$ cat src/rtl/ctrl_pkg.sv
// Shared decode-stage definitions: opcode map, control-word field positions, FSM states.
package ctrl_pkg;

    localparam int unsigned NFLAGS = 7;
    localparam int unsigned NTAIL  = 3;

    localparam int unsigned OP_ADD  = 'h00;
    localparam int unsigned OP_SUB  = 'h01;
    localparam int unsigned OP_MUL  = 'h02;
    localparam int unsigned OP_LDB  = 'h0A;
    localparam int unsigned OP_LDW  = 'h0B;
    localparam int unsigned OP_STB  = 'h0C;
    localparam int unsigned OP_STW  = 'h0D;
    localparam int unsigned OP_BEQ  = 'h1E;
    localparam int unsigned OP_JUMP = 'h1F;

    // Bit positions inside the flag group (MSB side of the control word)
    localparam int unsigned F_REGWRITE = 0;
    localparam int unsigned F_ALUSRC   = 1;
    localparam int unsigned F_MEMWRITE = 2;
    localparam int unsigned F_MEMTOREG = 3;
    localparam int unsigned F_MEMREAD  = 4;
    localparam int unsigned F_BRANCH   = 5;
    localparam int unsigned F_REGDST   = 6;

    // Bit positions inside the tail group (LSB side of the control word)
    localparam int unsigned T_WORD = 0;
    localparam int unsigned T_BYTE = 1;
    localparam int unsigned T_JUMP = 2;

    typedef enum logic {
        RUN     = 1'b0,
        MULBUSY = 1'b1
    } ctrlStateT;

    // Control word = {7 flags, opcode, jump/byte/word}
    function automatic int unsigned cwWidth(input int unsigned opw);
        return opw + NFLAGS + NTAIL;
    endfunction

endpackage

$ cat src/rtl/ctrl_decode_comb.sv
// Pure combinational opcode decoder; unknown opcodes yield an all-zero word and flag illegal.
module ctrl_decode_comb
    import ctrl_pkg::*;
#(
    parameter int unsigned OPW = 6
) (
    input  logic [OPW-1:0]            opcode,
    output logic [cwWidth(OPW)-1:0]   controlWord,
    output logic                      illegal
);

    logic [NFLAGS-1:0] flags;
    logic [NTAIL-1:0]  tail;

    always_comb begin
        flags   = '0;
        tail    = '0;
        illegal = 1'b0;
        case (opcode)
            OPW'(OP_ADD), OPW'(OP_SUB), OPW'(OP_MUL): begin
                flags[F_REGDST]   = 1'b1;
                flags[F_REGWRITE] = 1'b1;
            end
            OPW'(OP_LDB), OPW'(OP_LDW): begin
                flags[F_MEMREAD]  = 1'b1;
                flags[F_MEMTOREG] = 1'b1;
                flags[F_ALUSRC]   = 1'b1;
                flags[F_REGWRITE] = 1'b1;
                if (opcode == OPW'(OP_LDB)) tail[T_BYTE] = 1'b1;
                else                        tail[T_WORD] = 1'b1;
            end
            OPW'(OP_STB), OPW'(OP_STW): begin
                flags[F_MEMWRITE] = 1'b1;
                flags[F_ALUSRC]   = 1'b1;
                if (opcode == OPW'(OP_STB)) tail[T_BYTE] = 1'b1;
                else                        tail[T_WORD] = 1'b1;
            end
            OPW'(OP_BEQ):  flags[F_BRANCH] = 1'b1;
            OPW'(OP_JUMP): tail[T_JUMP]    = 1'b1;
            default:       illegal         = 1'b1;
        endcase
        controlWord = illegal ? '0 : {flags, opcode, tail};
    end

endmodule

$ cat src/rtl/decode_ctrl_pipe.sv
// Registered decode stage: opcode decode into ID/EX with handshake, load-use interlock,
// multi-cycle MUL issue hold, flush on taken branch/jump and illegal-opcode pulse.
module decode_ctrl_pipe
    import ctrl_pkg::*;
#(
    parameter int unsigned OPW       = 6,
    parameter int unsigned REGW      = 5,
    parameter int unsigned MUL_LAT   = 4,
    parameter bit          HAZARD_EN = 1'b1,
    localparam int unsigned CW       = cwWidth(OPW)
) (
    input  logic            clk,
    input  logic            rst_n,
    input  logic            inValid,
    output logic            inReady,
    input  logic [OPW-1:0]  opcode,
    input  logic [REGW-1:0] rs,
    input  logic [REGW-1:0] rt,
    input  logic [REGW-1:0] rd,
    input  logic            flush,
    input  logic            exValid,
    input  logic            exMemRead,
    input  logic [REGW-1:0] exDestReg,
    input  logic            outReady,
    output logic            outValid,
    output logic [CW-1:0]   controlBits,
    output logic [REGW-1:0] destReg,
    output logic            illegal,
    output logic            busy
);

    localparam int unsigned CNTW     = (MUL_LAT > 2) ? $clog2(MUL_LAT - 1) : 1;
    localparam int unsigned MUL_INIT = (MUL_LAT > 1) ? MUL_LAT - 2 : 0;

    ctrlStateT       state;
    logic [CNTW-1:0] mulCnt;
    logic [CW-1:0]   decWord;
    logic            decIllegal;
    logic            hazardStall;
    logic            accept;
    logic            isMul;

    ctrl_decode_comb #(.OPW(OPW)) uDecode (
        .opcode      (opcode),
        .controlWord (decWord),
        .illegal     (decIllegal)
    );

    // Load in EX feeding a source of this instruction must wait one cycle; r0 never aliases
    assign hazardStall = HAZARD_EN && exValid && exMemRead && (exDestReg != '0)
                         && ((exDestReg == rs) || (exDestReg == rt));
    assign inReady     = (state == RUN) && !hazardStall && (!outValid || outReady);
    assign accept      = inValid && inReady && !flush;
    assign isMul       = (opcode == OPW'(OP_MUL));

    always_ff @(posedge clk or negedge rst_n) begin
        if (!rst_n) begin
            state       <= RUN;
            mulCnt      <= '0;
            busy        <= 1'b0;
            outValid    <= 1'b0;
            controlBits <= '0;
            destReg     <= '0;
            illegal     <= 1'b0;
        end else if (flush) begin
            state    <= RUN;
            mulCnt   <= '0;
            busy     <= 1'b0;
            outValid <= 1'b0;
            illegal  <= 1'b0;
        end else begin
            illegal <= 1'b0;
            if (accept) begin
                if (decIllegal) begin
                    outValid    <= 1'b0;
                    controlBits <= '0;
                    destReg     <= '0;
                    illegal     <= 1'b1;
                end else begin
                    outValid    <= 1'b1;
                    controlBits <= decWord;
                    destReg     <= decWord[CW-1] ? rd : rt;
                end
            end else if (outReady) begin
                outValid <= 1'b0;
            end

            // MUL occupies EX for MUL_LAT cycles; block issue for the remaining MUL_LAT-1
            case (state)
                RUN: begin
                    if (accept && isMul && (MUL_LAT > 1)) begin
                        state  <= MULBUSY;
                        busy   <= 1'b1;
                        mulCnt <= CNTW'(MUL_INIT);
                    end
                end
                MULBUSY: begin
                    if (mulCnt == '0) begin
                        state <= RUN;
                        busy  <= 1'b0;
                    end else begin
                        mulCnt <= mulCnt - CNTW'(1);
                    end
                end
                default: state <= RUN;
            endcase
        end
    end

endmodule
$ cat config.mk
export PLATFORM = sky130hd
export DESIGN_NAME = decode_ctrl_pipe
export DESIGN_NICKNAME = d
export VERILOG_FILES = /design/src/rtl/ctrl_pkg.sv /design/src/rtl/ctrl_decode_comb.sv /design/src/rtl/decode_ctrl_pipe.sv
export SDC_FILE = /design/constraint.sdc
export NUM_CORES = 1
export LEC_CHECK = 0
export BUFFER_PORTS_ARGS = -buffer_cell sky130_fd_sc_hd__clkbuf_2
export CAP_MARGIN = 0
export CORE_MARGIN = 10
export CORE_UTILIZATION = 43
export DETAILED_ROUTE_END_ITERATION = 10
export GPL_ROUTABILITY_DRIVEN = 1
export MAX_ROUTING_LAYER = met4
export PLACE_DENSITY = 0.75
export SLEW_MARGIN = 20
export SYNTH_ARGS = -nofsm -noshare
export SYNTH_HDL_FRONTEND = slang
export SYNTH_SLANG_ARGS = --single-unit
$ cat constraint.sdc
create_clock -name clk -period 1.44 [get_ports clk]
set_clock_uncertainty 0.05 [all_clocks]
set_input_delay 0.216 -clock clk [delete_from_list [all_inputs] [get_ports clk]]
set_output_delay 0.216 -clock clk [all_outputs]
set_load 0.05 [all_outputs]
# == After elaboration in Yosys (flattened, before gate mapping) ==
# Index checks and enable logic that the tools add are counted.
# op_classes
addsub,1
eq_ne,13
mux,35
bitwise_logic,2
n_reduce_logical,26
# ops
cell,n
$mux W16,2
$eq A6 B4 Y1 const B,4
$mux W1,23
$eq A6 B5 Y1 const B,2
$eq A5 B5 Y1,2
$mux W5,2
$reduce_or A9 Y1,1
$logic_and A1 B1 Y1,8
$mux W2,4
$pmux W2 S2,2
$eq A6 B1 Y1 const B,1
$eq A6 B2 Y1 const B,1
$logic_not A6 Y1,1
$ne A3 B2 Y1 const B,2
$reduce_and A2 Y1,3
$reduce_bool A5 Y1,1
$reduce_or A5 Y1,1
$pmux W1 S2,2
$reduce_or A2 Y1,2
$reduce_or A4 Y1,1
$logic_not A1 Y1,3
$ne A3 B3 Y1 const B,1
$reduce_bool A3 Y1,1
$reduce_or A3 Y1,1
other kinds (4),6
# word_totals
regBits,27
inputBits,33
out_inout_bits,25
wordCells,84

# == Logic depth before layout (Yosys ltp) ==
# Gate-level depths: netlist of run 1.
# depth
depth_word,12
mapped_depth,7
mapped_depth_nobuf,6

# == Cells and area by module ==
# A second synthesis of run 1 with hierarchy kept.
# hier_totals
hier_cells,152
area_unflattened_um2,1616.6
# by_module_without_submodules
module,instances,cells_per_inst,area_each_um2
decode_ctrl_pipe,1,112,1367.6
ctrl_decode_comb,1,40,249.0

# == Worst setup path before layout of run 1 ==
# Ideal clock, no wire load.
# synth_timing
path_type,input to output
start,input port exDestReg[1]
end,output port inReady
arrival_time_ns,2.145
required_ns,1.174
path_slack_ns,-0.971
stages,4
path_buffers,0
path_cell_list,or4_1 > o211ai_2 > nor2_1 > nor3b_1
# synth_via
elab_chain_len,6
elab_cells_between_ends,9
# synth_rtl
item,line,source
from (decl),decode_ctrl_pipe.sv:23,"input logic [REGW-1:0] exDestReg,"
$eq A5 B5 Y1 or $reduce_bool A5 Y1 (tied branches),"decode_ctrl_pipe.sv:51, decode_ctrl_pipe.sv:50",
$logic_or A1 B1 Y1 or $logic_and A1 B1 Y1 (tied branches),"decode_ctrl_pipe.sv:51, decode_ctrl_pipe.sv:50",
$logic_and A1 B1 Y1 *,decode_ctrl_pipe.sv:51,&& ((exDestReg == rs) || (exDestReg == rt));
$logic_not A1 Y1 *,decode_ctrl_pipe.sv:52,assign inReady = (state == RUN) && !hazardStall && (!outValid || outReady);
$logic_and A1 B1 Y1 * (2 in series),decode_ctrl_pipe.sv:52,
to (decl),decode_ctrl_pipe.sv:15,"output logic inReady,"
# Mark *: on every way between the ends. The rest lies on a longest branch, timed or not.

# == Final worst setup path of run 1 ==
# Ends and elaborated chain as after synthesis.

==> metrics.txt, run 1 <==
placed cell count=262; drt drc=0; most common cell after layout, fill and taps aside=clkbuf_2; leading area contributor after synthesis=dfrtp_1; Clock Path Buffers=2; share of layout cells above drive strength 1=57.8%; final instance area=0.00221 mm2; hold path start=flush; CTS tree=yes; Fmax=0.559 GHz; Required @ worst endpoint=1170 ps; Mean Syn Cell Area=11.2 um2; reg-to-reg setup timing slack=-110 ps; RSZ-0062 raised after global routing=yes; CTS Buf Count=3; commonest cells after routing, fill and taps aside=clkbuf_2, buf_4, dfrtp_1; sequential fraction of the synthesis area=44.7%; hold path depth=3; Crit Path Max Fanout=2; DP HPWL=3410 um; Area contributors post-synth=dfrtp_1, mux2_4, xor2_1; Setup-failing EPs final=26; CP Launch Point=exDestReg[1]; # fillers=275; Final Instance Count excl. Fillers=271; Vias/cell=4.87; violated checks=negative setup slack; Final Hold Fails=0; PnR worst setup slack=-350 ps; Post-Syn Instances=130; initial core utilization=44.0%; Worst setup SP type=input pin; worst r2r src=state$_DFF_PN0_; Synth Cell Area=0.00146 mm2; Setup CP Type=in2out; Clock transition at path regs=130 ps; die height=78.2 um; max incr delay on CP=530 ps; Top Ports=58; GR Util All Layers=14.0%; Worst Reg-to-Reg Cells=5; core outline area=0.00331 mm2; initial antenna violation count=0; Power Density=734 mW/mm2; Final Critical Period=1790 ps; post-layout util=66.8%; YS warnings=0; Max Cap Viol=0; WL final=4240 um; Total Nets Final=260; Area after DPL=0.00205 mm2; DIE WIDTH=78.2 um; Root Driver=clkbuf_4; total power=1.62 mW; worst hold path endpoint=outValid$_DFFE_PN0P_; final worst-path cycle share=124%; antenna cells=0; post-route ant nets=0; Synth cell types=38; relative slew slack=66.1%; clk sinks=26; first-pass GRT wire length=6980 um; Worst Hold Class=in2reg; Yosys top cell area share=44.7%; die area=0.00611 mm2; Routability Congestion=0.899; critical path cell sequence=buf_6 -> or4_4 -> o211ai_4 -> nor2_4 -> nor3b_4 -> buf_12; WP data arrival=1520 ps; VDD IR max=0.477 mV; cell at the slowest stage of the critical path=or4_4; Final Slew Violations=0; Avg WL per Cell=15.6 um; largest net degree at the start of global routing=16; Syn Nets=164; Worst Setup End Kind=primary output; run status=complete, but fails checks; Yosys reg bits=26; GR Overflow Total=0; # port buffers=57; area grow syn2layout=52.0%; H-tree lvl count=1; vias=1320; worst skew pair latency=310 ps; Slew @ Worst Pin=507 ps; FP Rows=21; number of global-route vias before repair=1495; drt pass-1 iters=4; DRT iter0 DRCs=26; R2R Path End=controlBits[11]$_DFFE_PN0P_; Leak=1.19 nW
## cell families (layout without fill, tap and decap cells)
group | after synthesis | after routing | share of synthesized area [%]
and+or+nand+nor | 39 | 39 | 12.9
buffers and inverters | 11 | 106 | 5.50
muxes | 23 | 23 | 19.8
DFF | 26 | 26 | 44.7
xor gates and xnor gates | 11 | 11 | 6.62
AOI/OAI and AO/OA | 19 | 19 | 9.63
adders and majority gates | 1 | 1 | 0.860
## state kept, by name, summed over array words and instances (netlist names)
name,flops
controlBits,15
illegal,1
destReg,5
busy,1
mulCnt,2
outValid,1
state,1
## routing by layer
metal,routed length [um],track usage (%),vias to the layer above
met3,157,2.62,6
met1,1770,15.8,639
met2,2250,24.9,30
li1,-,-,645
met4,58,3.23,0
met5,0,-,-
## critical path, delay by kind of cell
family,cells,cell delay [ps]
and+or+nand+nor,3,820
AOI/OAI and AO/OA,1,220
buffers and inverters,2,250
## synthesized netlist by cell type
library cell   n
nand2b_1       2
buf_4          1
nor4_1         1
mux2_4        10
o2bb2ai_1      1
and2_1         1
o22a_1         1
and3b_1        1
o21ba_2        1
nor2_1        19
o21ai_0        2
mux2_2         5
a22o_1         1
ha_1           1
or3_1          1
buf_12         1
nand3_1        1
a21o_1         1
a21oi_1        5
nor3_1         6
inv_1          7
o32ai_1        1
nor3b_1        1
nand2_1        2
o211ai_2       2
a22oi_1        1
o21ai_1        1
mux2i_1        7
dfrtp_1       26
and3_1         1
buf_6          1
nand4_1        1
xor2_1        11
nor2b_1        1
buf_8          1
mux2_1         1
a211oi_1       2
or4_1          1
## how the worst max path moves through the flow
stage / endpoint / slack (ps) / depth (start not counted)
detailed placement: controlBits[11]$_DFFE_PN0P_ / -460 / 6
CTS: inReady / -350 / 6
global route: inReady / -400 / 6
finish: inReady / -350 / 6
global placement: controlBits[6]$_DFFE_PN0P_ / -410 / 6
floorplan: controlBits[0]$_DFFE_PN0P_ / -320 / 6
## report_power, final
group          switching, mW  internal [mW]  leakage [nW]
logic                  0.277          0.207         0.816
registers             0.0175          0.760         0.355
clock network          0.208          0.154        0.0210
total                  0.502           1.12          1.19
## layout make-up
class	count	area, um2	area share [%]
multi-input combinational	93	808	36.5
sequential	26	652	29.5
timing repair buffer	95	632	28.6
tap	46	57.6	2.60
clock buffer	4	36.3	1.64
inverter	7	26.3	1.19
## through the flow
step	hold slack (ps)	TNS [ps]	setup slack [ps]
floorplan	-130	-5570	-316
global placement	59.6	-9190	-408
detailed placement	62.1	-10320	-462
CTS	147	-2800	-349
global route	164	-6020	-399
finish	158	-5170	-350
## timing repair
item,4_1_cts,5_1_grt
cloned,0,1
setup endpoints to repair,25,26
hold endpoints to repair,11,0
buffers inserted,1,2
pin swaps,0,6
gates resized for setup,3,11
hold buffers,1,0
Power figures use the tool's default switching activity.
==> inputs of run 2 (changes only) <==
--- a/config.mk
+++ b/config.mk
@@ -8,11 +8,12 @@
 export BUFFER_PORTS_ARGS = -buffer_cell sky130_fd_sc_hd__clkbuf_2
 export CAP_MARGIN = 0
 export CORE_MARGIN = 10
-export CORE_UTILIZATION = 43
+export CORE_UTILIZATION = 51
+export CTS_CLUSTER_DIAMETER = 60
 export DETAILED_ROUTE_END_ITERATION = 10
 export GPL_ROUTABILITY_DRIVEN = 1
 export MAX_ROUTING_LAYER = met4
-export PLACE_DENSITY = 0.75
+export PLACE_DENSITY = 0.83
 export SLEW_MARGIN = 20
 export SYNTH_ARGS = -nofsm -noshare
 export SYNTH_HDL_FRONTEND = slang
==> constraint.sdc (replaced) <==
create_clock -name clk -period 2.06 [get_ports clk]
set_clock_uncertainty 0.05 [all_clocks]
set_input_delay 0.309 -clock clk [delete_from_list [all_inputs] [get_ports clk]]
set_output_delay 0.309 -clock clk [all_outputs]
set_load 0.05 [all_outputs]
==> run 2 against run 1 <==
The flow now finishes without violations. Clock power decreased by 29%. Sequential power fell by 30%. Sequential share of layout area is 5.0 points higher.
==> metrics.txt, run 2 (synthesis gave the netlist of run 1 again) <==
Psw=0.338 mW (-33%); Largest regs=controlBits (15), destReg (5), mulCnt (2); DP HPWL=3070 um (-9.9%); sequential group share of total power=50.2% (+2.3 points); Biggest register=controlBits; Required @ worst endpoint=1700 ps (+530 ps); Worst Hold Class=in2reg; Final Critical Period=2010 ps; DRT iter0 DRCs=26 (unchanged); drt pass-1 iters=4 (unchanged); Fmax=0.497 GHz; family with the most delay on the worst path=simple AND/OR/NAND/NOR gates; Leak=1.03 nW (-14%); WP data arrival=1650 ps (+130 ps); clk sinks=26 (unchanged); number of global-route vias before repair=1311 (-12%); Clock transition at path regs=130 ps (about the same); Final Hold Fails=0 (unchanged); Final Slew Violations=0 (unchanged); VDD IR max=0.511 mV (+7.2%); max incr delay on CP=530 ps (about the same); post-route ant nets=0 (unchanged); share of layout cells above drive strength 1=45.4% (-12 points); Crit Path Max Fanout=3 (+1); worst skew pair latency=310 ps (about the same); Vias/cell=5.50 (+13%); post-layout util=69.1% (+2.2 points); reg-to-reg setup timing slack=350 ps (+460 ps); # port buffers=57 (unchanged); Routability Congestion=0.853 (-5.2%); H-tree lvl count=1 (unchanged); GR Overflow Total=0 (unchanged); CTS tree=yes; Setup-failing EPs final=0 (-100%); Root Driver=clkbuf_4; run status=completed; commonest cells after routing, fill and taps aside=clkbuf_2, dfrtp_1, nor2_1; Combinational Power Share=26.1% (-3.7 points); initial antenna violation count=0 (unchanged); FP Rows=19 (-9.5%); relative slew slack=57.3% (-8.8 points); first-pass GRT wire length=6040 um (-13%); PnR worst setup slack=47.5 ps (+398 ps); core outline area=0.00273 mm2 (-17%); Hold WS=182 ps (+23.9 ps); die height=73.4 um (-6.1%); WL final=3770 um (-11%); DIE WIDTH=73.4 um (-6.1%); max reg flops=15 (unchanged); Clock Path Buffers=2 (unchanged); vias=1238 (-6.2%); WP buf/inv=2 (unchanged); Avg WL per Cell=16.7 um (+7.0%); Worst Setup End Kind=primary output; die area=0.00539 mm2 (-12%); antenna cells=0 (unchanged); Max Cap Viol=0 (unchanged); Slew @ Worst Pin=641 ps (+133 ps); GR Util All Layers=14.3% (+0.30 points); drt drc=0 (unchanged); final worst-path cycle share=97.7%; largest net degree at the start of global routing=27 (+11); initial core utilization=53.2% (+9.3 points); most common cell after layout, fill and taps aside=clkbuf_2; Power Density=573 mW/mm2 (-22%); critical path cell sequence=clkbuf_2 -> or4_4 -> o211ai_4 -> nor2_4 -> nor3b_4 -> buf_12; Top Ports=58 (unchanged); dpl ws=45.9 ps (+508 ps); area grow syn2layout=29.8%; Int Pwr=0.743 mW (-34%); Setup CP Type=in2out; sw frac=31.3% (+0.34 points); Worst setup SP type=input pin; CTS Buf Count=3 (unchanged); cell at the slowest stage of the critical path=or4_4; clock network power share=23.7% (+1.4 points); Total Nets Final=229 (-12%)
-- run 2: cell types whose count changed in the layout (fill, tap and decap cells not counted), sizes merged --
cell,before,now
buf,38,7
-- run 2: repair_timing --
item,in CTS,in global routing
endpoints found under the hold margin,26,0
setup buffers,0,1
endpoints found under the setup margin,0,1
gates resized for setup,0,4
hold buffers,1,0
-- run 2: layout make-up --
type / instances / area (um2)
fill: 211 / 846
multi-input combinational: 93 / 756
sequential: 26 / 651
timing repair buffer: 64 / 380
tap: 31 / 38.8
clock buffer: 4 / 36.3
inverter: 7 / 26.3
-- run 2: power groups by stage --
stage / clock network, mW / registers (mW) / logic [mW]
after CTS: 0.264 / 0.544 / 0.278
after floorplan: 0 / 0.626 / 0.100
final: 0.257 / 0.543 / 0.282
after detailed placement: 0 / 0.553 / 0.276
after global routing: 0.279 / 0.547 / 0.302
after global placement: 0 / 0.552 / 0.269
-- run 2: metrics by stage --
step	total power, mW	TNS (ps)	cells	cell area, um2
floorplan	0.726	0	130	1470
global placement	0.821	0	219	1810
detailed placement	0.829	0	219	1810
CTS	1.09	0	224	1860
global route	1.13	-11.7	225	1890
finish	1.08	0	225	1890
-- run 2: worst paths after layout --
path,startpoint,to,depth (start not counted)
hold reg to reg,controlBits[4]$_DFFE_PN0P_,controlBits[4]$_DFFE_PN0P_,1
min in group asynchronous,rst_n,controlBits[4]$_DFFE_PN0P_,2
hold / removal,flush,outValid$_DFFE_PN0P_,2
setup reg to reg,state$_DFF_PN0_,controlBits[14]$_DFFE_PN0P_,5
setup / recovery,exDestReg[1],inReady,6
max in group asynchronous,rst_n,outValid$_DFFE_PN0P_,2
-- run 2: per-layer routing --
| metal | GRT usage (%) | share of wire [%] | routed length (um) | vias up |
|---|---|---|---|---|
| li1 | - | - | - | 585 |
| met4 | 4.76 | 1.4 | 53 | 0 |
| met5 | - | 0 | 0 | - |
| met1 | 16.7 | 43 | 1630 | 601 |
| met2 | 22.9 | 47 | 1770 | 46 |
| met3 | 4.17 | 8.1 | 305 | 6 |
-- run 2: worst reg2reg max path: cells and delay by family (launching register included) --
kind | cells | cell delay [ps]
DFF | 1 | 490
buffers and inverters | 1 | 170
and+or+nand+nor | 2 | 280
muxes | 1 | 310
AOI/OAI and AO/OA | 1 | 330
